`src/rtl/lcd_cmd_engine_pkg.sv`:
```
// Shared definitions for the HD44780 command engine: FSM states, dataa bit map,
// LCD command codes and the layout of the status word returned in result.
package lcd_cmd_engine_pkg;

  typedef enum logic [2:0] {
    ST_IDLE,
    ST_SETUP,
    ST_PULSE,
    ST_HOLD,
    ST_EXEC,
    ST_DONE
  } state_t;

  localparam int RS_BIT   = 0;
  localparam int LONG_BIT = 1;
  localparam int NIB_BIT  = 2;

  localparam logic [7:0] LCD_CLEAR = 8'h01;
  localparam logic [7:0] LCD_HOME  = 8'h02;

  localparam int RES_TXN_LSB  = 16;
  localparam int RES_BYTE_LSB = 8;
  localparam int RES_OK_BIT   = 0;

  // Clear (0x01) and both home encodings (0x02/0x03) need the long execution wait.
  function automatic logic is_long_cmd(input logic rs, input logic [7:0] cmd);
    return !rs && ((cmd == LCD_CLEAR) || (cmd[7:1] == LCD_HOME[7:1]));
  endfunction

  function automatic logic [31:0] make_result(input logic [15:0] txn, input logic [7:0] cmd);
    logic [31:0] r;
    r = '0;
    r[RES_TXN_LSB +: 16] = txn;
    r[RES_BYTE_LSB +: 8] = cmd;
    r[RES_OK_BIT]        = 1'b1;
    return r;
  endfunction

endpackage

```
`src/rtl/lcd_cmd_engine_if.sv`:
```
// Nios II custom-instruction handshake: the CPU side is the master, the engine the slave.
interface lcd_cmd_engine_if;
  logic        clk_en;
  logic        start;
  logic [31:0] dataa;
  logic [31:0] datab;
  logic [31:0] result;
  logic        done;

  modport master (output clk_en, output start, output dataa, output datab,
                  input result, input done);
  modport slave  (input clk_en, input start, input dataa, input datab,
                  output result, output done);
endinterface

```
`src/rtl/lcd_cmd_engine_delay_counter.sv`:
```
// Reloadable down-counter; expire is high during the last enabled cycle of a phase.
module lcd_delay_counter #(
  parameter int CNT_W = 20
) (
  input  logic             clk,
  input  logic             reset,
  input  logic             enable,
  input  logic             load,
  input  logic [CNT_W-1:0] load_val,
  output logic             expire
);

  logic [CNT_W-1:0] count;
  logic             busy;

  // Loading N makes expire fire in the N-th enabled cycle after the load edge.
  always_ff @(posedge clk) begin
    if (reset) begin
      count <= '0;
      busy  <= 1'b0;
    end else if (load) begin
      count <= load_val - CNT_W'(1);
      busy  <= 1'b1;
    end else if (enable && busy) begin
      if (count == '0) begin
        busy <= 1'b0;
      end else begin
        count <= count - CNT_W'(1);
      end
    end
  end

  assign expire = enable && busy && (count == '0);

endmodule

```
`src/rtl/lcd_cmd_engine.sv`:
```
// HD44780 command/data engine run as a multi-cycle Nios II custom instruction,
// sequencing setup, enable pulse, hold and execution wait for 8- or 4-bit buses.
module lcd_cmd_engine
  import lcd_cmd_engine_pkg::*;
#(
  parameter int BUS_WIDTH   = 8,
  parameter int T_SETUP_CYC = 2,
  parameter int T_EN_CYC    = 25,
  parameter int T_HOLD_CYC  = 2,
  parameter int T_EXEC_CYC  = 2000,
  parameter int T_LONG_CYC  = 82000,
  parameter int CNT_W       = 20
) (
  input  logic              clk,
  input  logic              reset,
  lcd_cmd_engine_if.slave   ci,
  output logic              rs,
  output logic              rw,
  output logic              en,
  output logic [7:0]        db
);

  if (!(BUS_WIDTH == 8 || BUS_WIDTH == 4)) begin : g_bad_bus_width
    $error("lcd_cmd_engine: BUS_WIDTH must be 8 or 4");
  end

  if (T_SETUP_CYC < 1 || T_EN_CYC < 1 || T_HOLD_CYC < 1 || T_EXEC_CYC < 1 || T_LONG_CYC < 1
      || T_LONG_CYC >= (64'd1 << CNT_W) || T_EXEC_CYC >= (64'd1 << CNT_W)
      || T_EN_CYC >= (64'd1 << CNT_W)) begin : g_bad_timing
    $error("lcd_cmd_engine: timing parameters must be >= 1 and fit in CNT_W bits");
  end

  localparam bit IS_4BIT = (BUS_WIDTH == 4);

  state_t           state;
  state_t           state_nx;
  logic             cnt_load;
  logic [CNT_W-1:0] cnt_val;
  logic             cnt_expire;
  logic             accept;
  logic             next_nibble;
  logic             finish;

  logic             rs_q;
  logic [7:0]       db_q;
  logic [7:0]       byte_q;
  logic             long_q;
  logic             nib_only;
  logic             hi_phase;
  logic [15:0]      txn_count;
  logic [31:0]      result_q;
  logic             unused_bits;

  assign unused_bits = ^{ci.dataa[31:3], ci.datab[31:8]};

  lcd_delay_counter #(
    .CNT_W(CNT_W)
  ) u_delay (
    .clk     (clk),
    .reset   (reset),
    .enable  (ci.clk_en),
    .load    (cnt_load),
    .load_val(cnt_val),
    .expire  (cnt_expire)
  );

  always_ff @(posedge clk) begin
    if (reset) begin
      state <= ST_IDLE;
    end else begin
      state <= state_nx;
    end
  end

  // Every phase change reloads the shared counter with the next phase length.
  always_comb begin
    state_nx    = state;
    cnt_load    = 1'b0;
    cnt_val     = '0;
    accept      = 1'b0;
    next_nibble = 1'b0;
    finish      = 1'b0;
    if (ci.clk_en) begin
      case (state)
        ST_IDLE: begin
          if (ci.start) begin
            accept   = 1'b1;
            cnt_load = 1'b1;
            cnt_val  = CNT_W'(T_SETUP_CYC);
            state_nx = ST_SETUP;
          end
        end
        ST_SETUP: begin
          if (cnt_expire) begin
            cnt_load = 1'b1;
            cnt_val  = CNT_W'(T_EN_CYC);
            state_nx = ST_PULSE;
          end
        end
        ST_PULSE: begin
          if (cnt_expire) begin
            cnt_load = 1'b1;
            cnt_val  = CNT_W'(T_HOLD_CYC);
            state_nx = ST_HOLD;
          end
        end
        ST_HOLD: begin
          if (cnt_expire) begin
            cnt_load = 1'b1;
            if (IS_4BIT && hi_phase && !nib_only) begin
              next_nibble = 1'b1;
              cnt_val     = CNT_W'(T_SETUP_CYC);
              state_nx    = ST_SETUP;
            end else begin
              cnt_val  = long_q ? CNT_W'(T_LONG_CYC) : CNT_W'(T_EXEC_CYC);
              state_nx = ST_EXEC;
            end
          end
        end
        ST_EXEC: begin
          if (cnt_expire) begin
            finish   = 1'b1;
            state_nx = ST_DONE;
          end
        end
        ST_DONE: state_nx = ST_IDLE;
        default: state_nx = ST_IDLE;
      endcase
    end
  end

  // In 4-bit mode the high nibble goes out first on db[7:4]; db[3:0] stays zero.
  always_ff @(posedge clk) begin
    if (reset) begin
      rs_q      <= 1'b0;
      db_q      <= '0;
      byte_q    <= '0;
      long_q    <= 1'b0;
      nib_only  <= 1'b0;
      hi_phase  <= 1'b0;
      txn_count <= '0;
      result_q  <= '0;
    end else begin
      if (accept) begin
        rs_q     <= ci.dataa[RS_BIT];
        byte_q   <= ci.datab[7:0];
        long_q   <= ci.dataa[LONG_BIT] | is_long_cmd(ci.dataa[RS_BIT], ci.datab[7:0]);
        nib_only <= IS_4BIT && ci.dataa[NIB_BIT];
        hi_phase <= IS_4BIT;
        db_q     <= IS_4BIT ? {ci.datab[7:4], 4'h0} : ci.datab[7:0];
      end
      if (next_nibble) begin
        db_q     <= {byte_q[3:0], 4'h0};
        hi_phase <= 1'b0;
      end
      if (finish) begin
        txn_count <= txn_count + 16'd1;
        result_q  <= make_result(txn_count + 16'd1, byte_q);
      end
    end
  end

  assign en        = (state == ST_PULSE);
  assign ci.done   = (state == ST_DONE);
  assign ci.result = result_q;
  assign rs        = rs_q;
  assign db        = db_q;
  assign rw        = 1'b0;

endmodule
```
`src/flat_wrapper.sv`:
```
// flat-port wrapper written by rule: the top's interface ports become plain ports
module lcd_cmd_engine_flat import lcd_cmd_engine_pkg::*;
#(
  parameter int BUS_WIDTH   = 8,
  parameter int T_SETUP_CYC = 2,
  parameter int T_EN_CYC    = 25,
  parameter int T_HOLD_CYC  = 2,
  parameter int T_EXEC_CYC  = 2000,
  parameter int T_LONG_CYC  = 82000,
  parameter int CNT_W       = 20
)
  (clk, reset, rs, rw, en, db, ci_clk_en, ci_start, ci_dataa, ci_datab, ci_result, ci_done);
  lcd_cmd_engine_if ci_i ();
  input  logic clk;
  input  logic reset;
  output logic rs;
  output logic rw;
  output logic en;
  output logic [7:0] db;
  input wire logic [$bits(ci_i.clk_en)-1:0] ci_clk_en;
  input wire logic [$bits(ci_i.start)-1:0] ci_start;
  input wire logic [$bits(ci_i.dataa)-1:0] ci_dataa;
  input wire logic [$bits(ci_i.datab)-1:0] ci_datab;
  output wire logic [$bits(ci_i.result)-1:0] ci_result;
  output wire logic [$bits(ci_i.done)-1:0] ci_done;
  assign ci_i.clk_en = ci_clk_en;
  assign ci_i.start = ci_start;
  assign ci_i.dataa = ci_dataa;
  assign ci_i.datab = ci_datab;
  assign ci_result = ci_i.result;
  assign ci_done = ci_i.done;
  lcd_cmd_engine #(.BUS_WIDTH(BUS_WIDTH), .T_SETUP_CYC(T_SETUP_CYC), .T_EN_CYC(T_EN_CYC), .T_HOLD_CYC(T_HOLD_CYC), .T_EXEC_CYC(T_EXEC_CYC), .T_LONG_CYC(T_LONG_CYC), .CNT_W(CNT_W)) u_core (.clk(clk), .reset(reset), .ci(ci_i), .rs(rs), .rw(rw), .en(en), .db(db));
endmodule
```
`config.mk`:
```
export PLATFORM = sky130hd
export DESIGN_NAME = lcd_cmd_engine_flat
export DESIGN_NICKNAME = d
export VERILOG_FILES = /design/src/rtl/lcd_cmd_engine_pkg.sv /design/src/rtl/lcd_cmd_engine_if.sv /design/src/rtl/lcd_cmd_engine_delay_counter.sv /design/src/rtl/lcd_cmd_engine.sv /design/src/flat_wrapper.sv
export SDC_FILE = /design/constraint.sdc
export NUM_CORES = 1
export LEC_CHECK = 0
export CAP_MARGIN = 10
export CORE_ASPECT_RATIO = 0.8
export CORE_MARGIN = 3
export CORE_UTILIZATION = 45
export CTS_CLUSTER_DIAMETER = 50
export DETAILED_ROUTE_END_ITERATION = 10
export GPL_ROUTABILITY_DRIVEN = 0
export PLACE_DENSITY = 0.8
export SLEW_MARGIN = 20
export SYNTH_ARGS = -nofsm -noshare
export SYNTH_HDL_FRONTEND = slang
export SYNTH_SLANG_ARGS = --single-unit
```
`constraint.sdc`:
```
create_clock -name clk -period 4.25 [get_ports clk]
set_input_delay 0.85 -clock clk [delete_from_list [all_inputs] [get_ports clk]]
set_output_delay 0.85 -clock clk [all_outputs]
set_load 0.01 [all_outputs]
```
* Word level (Yosys, flattened, before mapping)
Index checks and enable logic that the tools add are counted.
** Word-level totals
- Register bits :: 75
- Input bits :: 68
- Output and inout bits :: 44
- Word-level logic and storage cells :: 65
** Operators by class
- Add/sub/neg operators :: 3
- Eq/ne operators :: 13
- Mux-type cells :: 27
- Bitwise gates (word level) :: 1
- Reduce and logical (&&, ||, !) cells :: 13
** Operator list (count)
- two-way mux 20 bit :: 5
- case mux 20 bit (4 select lines) :: 1
- subtractor 20 x 1 -> 20 bit (second input constant) :: 2
- logical NOT 20 bit :: 1
- two-way mux 17 bit :: 1
- adder 16 x 1 -> 16 bit (second input constant) :: 1
- two-way mux 3 bit :: 5
- case mux 3 bit (5 select lines) :: 1
- two-way mux 1 bit :: 10
- inequality test 2 x 1 -> 1 bit (second input constant) :: 5
- equality test 8 x 1 -> 1 bit (second input constant) :: 1
- equality test 7 x 1 -> 1 bit (second input constant) :: 1
- equality test 3 x 2 -> 1 bit (second input constant) :: 2
- equality test 3 bit (second input constant) :: 2
- AND reduction 6 bit :: 1
- two-way mux 5 bit :: 1
- two-way mux 2 bit :: 2
- AND reduction 2 bit :: 2
- nonzero test 2 bit :: 2
- equality test 3 x 1 -> 1 bit (second input constant) :: 1
- logical AND 1 bit :: 3
- logical NOT 3 bit :: 1
- OR reduction 3 bit :: 1
- inequality test 2 bit (second input constant) :: 1
- 4 further kinds :: 4

* Longest topological paths before layout
- Word-level depth :: 7
- Depth in mapped cells :: 12

* Modules after synthesis
A second synthesis with hierarchy kept.
** Second synthesis, totals
- Cell total of the unflattened synthesis :: 442
- Area, all modules :: 3585.9 µm²
** By module, submodules not included
- lcd_delay_counter :: times used 1, cells each 232, area an instance 1833.0 µm², seq. area each 420.4 µm²
- lcd_cmd_engine :: times used 1, cells each 210, area an instance 1752.9 µm², seq. area each 760.7 µm²

* Least setup slack after synthesis
Ideal clock, no wire load.
- Kind :: input to register
- Start point :: input ci_clk_en
- End point :: register u_core.u_delay.count[14]
- Setup time :: 0.120 ns
- Arrival time :: 3.012 ns
- Required time :: 4.130 ns
- Path slack :: 1.118 ns
- Stages :: 10
- Path buffers :: 0
- Cell sequence :: nand2_1 -> or3_1 -> nor3_1 -> nand2_1 -> nand2_1 -> ha_1 -> o21ai_1 -> or3_1 -> o311a_1 -> o31a_1
** Between the ends
- Cells in the longest elaborated chain, start to end :: 7
- Elaborated cells between the ends (all ways) :: 15
- Classes of those cells :: add/sub: 1; eq/ne: 1; mux: 9; reduce/logical: 4
** Ends and longest elaborated chain
- start: declaration :: line flat_wrapper.sv:20 : input wire logic [$bits(ci_i.clk_en)-1:0] ci_clk_en;
- logical AND 1 bit :: line lcd_cmd_engine_delay_counter.sv:24, lcd_cmd_engine_delay_counter.sv:33
- logical AND 1 bit :: line lcd_cmd_engine_delay_counter.sv:33 : assign expire = enable && busy && (count == '0);
- two-way mux 20 bit, or another cell as far along :: line lcd_cmd_engine.sv:108 : if (cnt_expire) begin
- case mux 20 bit (4 select lines) / case mux 1 bit (2 select lines) (equally long branches) :: line lcd_cmd_engine.sv:84 : case (state)
- two-way mux 20 bit / two-way mux 1 bit (equally long branches) :: line lcd_cmd_engine.sv:83 : if (ci.clk_en) begin
- subtractor 20 x 1 -> 20 bit, or another cell as far along :: line lcd_cmd_engine_delay_counter.sv:22 : count <= load_val - CNT_W'(1);
- two-way mux 20 bit / AND reduction 2 bit (equally long branches)
- end signal: assignment :: line lcd_cmd_engine_delay_counter.sv:22
- end signal: assignment :: line lcd_cmd_engine_delay_counter.sv:28 : count <= count - CNT_W'(1);
- end: declaration :: line lcd_cmd_engine_delay_counter.sv:13 : logic [CNT_W-1:0] count;
Parallel ways exist; a longest one is shown, timed or not.
A chain may end at the register's enable or synchronous reset.

* Final worst setup path
Ends and elaborated chain as after synthesis.

==> results.cfg <==
[outcome]
status = completed

[clock_tree]
post_cts_resized = 0
cts_made_buffers = 9
path_clk_slew_ns = 0.06
clockBufferDepth = 2
holdBufCountCts = 0
cts_tree = done
cts_num_sinks = 59
cts_root_buf = clkbuf_8
clock_latency_ns = 0.33
cts_setup_buffers = 0
htree_num_levels = 3

[sta]
hold_violations = 0
slew_viol_final = 0
tightest_slew_ns = 0.9445
rsz0062_at_grt = false
fin_tns_setup_ns = 0
fin_ws_ns = 0.7387
period_minus_slack_ns = 3.511
fin_worst_skew_ns = 0.005746
slew_headroom = 0.3680
setup_violations = 0
fmaxAchievable_ghz = 0.2848
period_share = 0.8262

[synth]
synth_top_area_share = 0.3799
ys_top_cells_by_area = dfxtp_1, nand2_1, a21oi_1, nor2_1, buf_4
synth_top_area_cell = dfxtp_1
syn_inst = 393
ys_ff_latch = 59
synth_top_family_by_area = simple AND/OR/NAND/NOR gates
synth_flop_cell = dfxtp_1
avgSynthCellArea_um2 = 7.912
yosys.cell_types.count = 58
ys_async_sr_fraction = 0
yosys_warnings = 0
synthMuxAreaShare = 0.01087
synth_xor_area_frac = 0.03380
synth_edf_count = 0
synth_adder_area_share = 0.008048
yosysSeqAreaShare = 0.3799
yosys.area_share.simple = 0.3481
synth_area_um2 = 3109
synth_common_cells = nand2_1, dfxtp_1, nor2_1
synth_compound_area_frac = 0.1602
yosysMostFrequentCell = nand2_1

[floorplanning]
start_util = 0.4755
die_x_um = 98.94
die_h_um = 80.35
dieArea_um2 = 7949
core_area_um2 = 6539
rows = 26
io_pins = 112

[global_routing]
grt_max_degree = 38
grt_usage = 0.1971
antenna_found_initial = 0
grt-ovfl-total = 0
first_global_vias = 2769
grt_pass1_wl_um = 12780

[worst_setup_path]
crit_slowest_cell = clkdlybuf4s50_1
critPathMostFrequentCell = nand2_1
crit_path_cell_trace = clkdlybuf4s50_1 -> nand2_1 -> or3_1 -> nor3_1 -> nand2_1 -> nand2_1 -> ha_1 -> o21ai_1 -> or3_1 -> o311a_1 -> o31a_1
reg2reg_from = u_core.u_delay.count[3]
path_max_fanout = 6
critPathKind = input pin to flip-flop
r2r_cells = 10
crit_path_max_incr_delay_ns = 0.59
cp-start-kind = input pin
startpoint = ci_clk_en
r2r_end = u_core.u_delay.count[14]
required_ns = 4.46
cp_top_family = simple AND/OR/NAND/NOR gates
arrival_ns = 3.73
end_kind = flip-flop
crit_buf_inv = 1
r2r_slack_ns = 0.97

[power_and_ir_drop]
ir_worst_vdd_uv = 180.0
p_per_area_nw_per_um2 = 381.2
p_leak_nw = 1.395

[placed_design]
hpwl_um = 5463
dp_slack_ns = 0.4867
portBuffers = 49

[route]
drt-total-wl_um = 7684
drc = 0
drt_iter0_markers = 323
vias = 3043
via_per_inst = 5.774
antenna_left = 0
firstDrtPassIters = 5
wire_per_inst_um = 14.58

[layout]
layout-drive-gt1-share = 0.09481
diodes = 0
areaGrowthSynthToFinish_pct = 23.06
finish.net_count = 509

[hold_path]
worstHoldEndpoint = u_core.u_delay.count[19]
holdCritPathClass = flip-flop to flip-flop
worstHoldStart = u_core.u_delay.count[19]
hold_depth = 2

[flow_run]
drv_cap = 0
==> layer usage <==
| layer | vias to the layer above | track usage | share of wire |
|---|---|---|---|
| met1 | 1412 | 0.2622 | 0.46 |
| met4 | 0 | 0.07231 | 0.012 |
| met2 | 129 | 0.2989 | 0.44 |
| li1 | 1488 | - | - |
| met5 | - | 0 | 0 |
| met3 | 14 | 0.06250 | 0.084 |
==> placed cells by master (no fill, tap or decap), types with 5 or more instances in the layout <==
cell	Yosys	layout
dfxtp_1	59	59
nor2b_1	8	8
or3_1	10	10
o21ai_0	15	15
conb_1	1	8
nor4_1	8	8
or4_1	6	6
clkdlybuf4s50_1	0	48
nor2_1	34	34
xnor2_1	8	8
nor3_1	15	15
nand4_1	8	8
or2_2	5	5
buf_4	10	7
and3_1	9	9
nand2_1	66	66
clkbuf_8	0	13
a21oi_1	33	33
nand3_1	13	13
==> state kept, by name, summed over array words and instances (netlist names) <==
register / cells
u_core.state: 3
u_core.db: 8
u_core.txn_count: 15
u_core.u_delay.busy: 1
u_core.long_q: 1
u_core.u_delay.count: 20
u_core.ci.result: 10
u_core.rs: 1
==> worst max path at each step <==
stage,endpoint,slack [ns],cells after the start
3_3_place_gp,u_core.u_delay.count[14],0.48,11
5_1_grt,u_core.u_delay.count[14],0.55,11
3_5_place_dp,u_core.u_delay.count[14],0.49,11
6_report,u_core.u_delay.count[14],0.74,11
2_1_floorplan,u_core.u_delay.count[14],1.12,10
4_1_cts,u_core.u_delay.count[14],0.81,11
==> power by group <==
part           switching (mW)  internal (mW)  total (mW)
logic                   0.196          0.117       0.313
clock network           0.206          0.332       0.538
registers              0.0287          0.578       0.607
total                   0.431           1.03        1.46
==> logic make-up after synthesis <==
| family | count (synthesis) |
|---|---|
| and+or+nand+nor | 205 |
| AOI/OAI and AO/OA | 79 |
| DFF | 59 |
| buffers and inverters | 32 |
| xor gates and xnor gates | 12 |
| muxes | 3 |
| adders and majority gates | 2 |
| other | 1 |
==> through the flow <==
stage | hold slack (ns) | utilization | total power [mW] | cells | cell area [um^2]
global route | 0.4581 | 0.5852 | 1.527 | 527 | 3826
detailed placement | 0.4232 | 0.5526 | 0.9223 | 512 | 3613
CTS | 0.4351 | 0.5852 | 1.463 | 527 | 3826
global placement | 0.4161 | 0.5526 | 0.9144 | 512 | 3613
finish | 0.4333 | 0.5852 | 1.459 | 527 | 3826
floorplan | 0.4052 | - | 0.8487 | 400 | 3136
==> worst register-to-register path: cells and delay by family, from the launching register on <==
family | cells | cell delay (ns)
AOI/OAI and AO/OA | 3 | 0.65
adders and majority gates | 1 | 0.21
DFF | 1 | 0.33
and+or+nand+nor | 6 | 1.99
==> layout make-up <==
cell class / count / area [um^2]
inverter: 4 / 15.01
timing repair buffer: 56 / 538.0
sequential: 59 / 1181
tap: 84 / 105.1
clock inverter: 1 / 30.03
multi-input combinational: 309 / 1774
clock buffer: 14 / 182.7
fill: 581 / 2713
(Power assumes the default switching activity.)
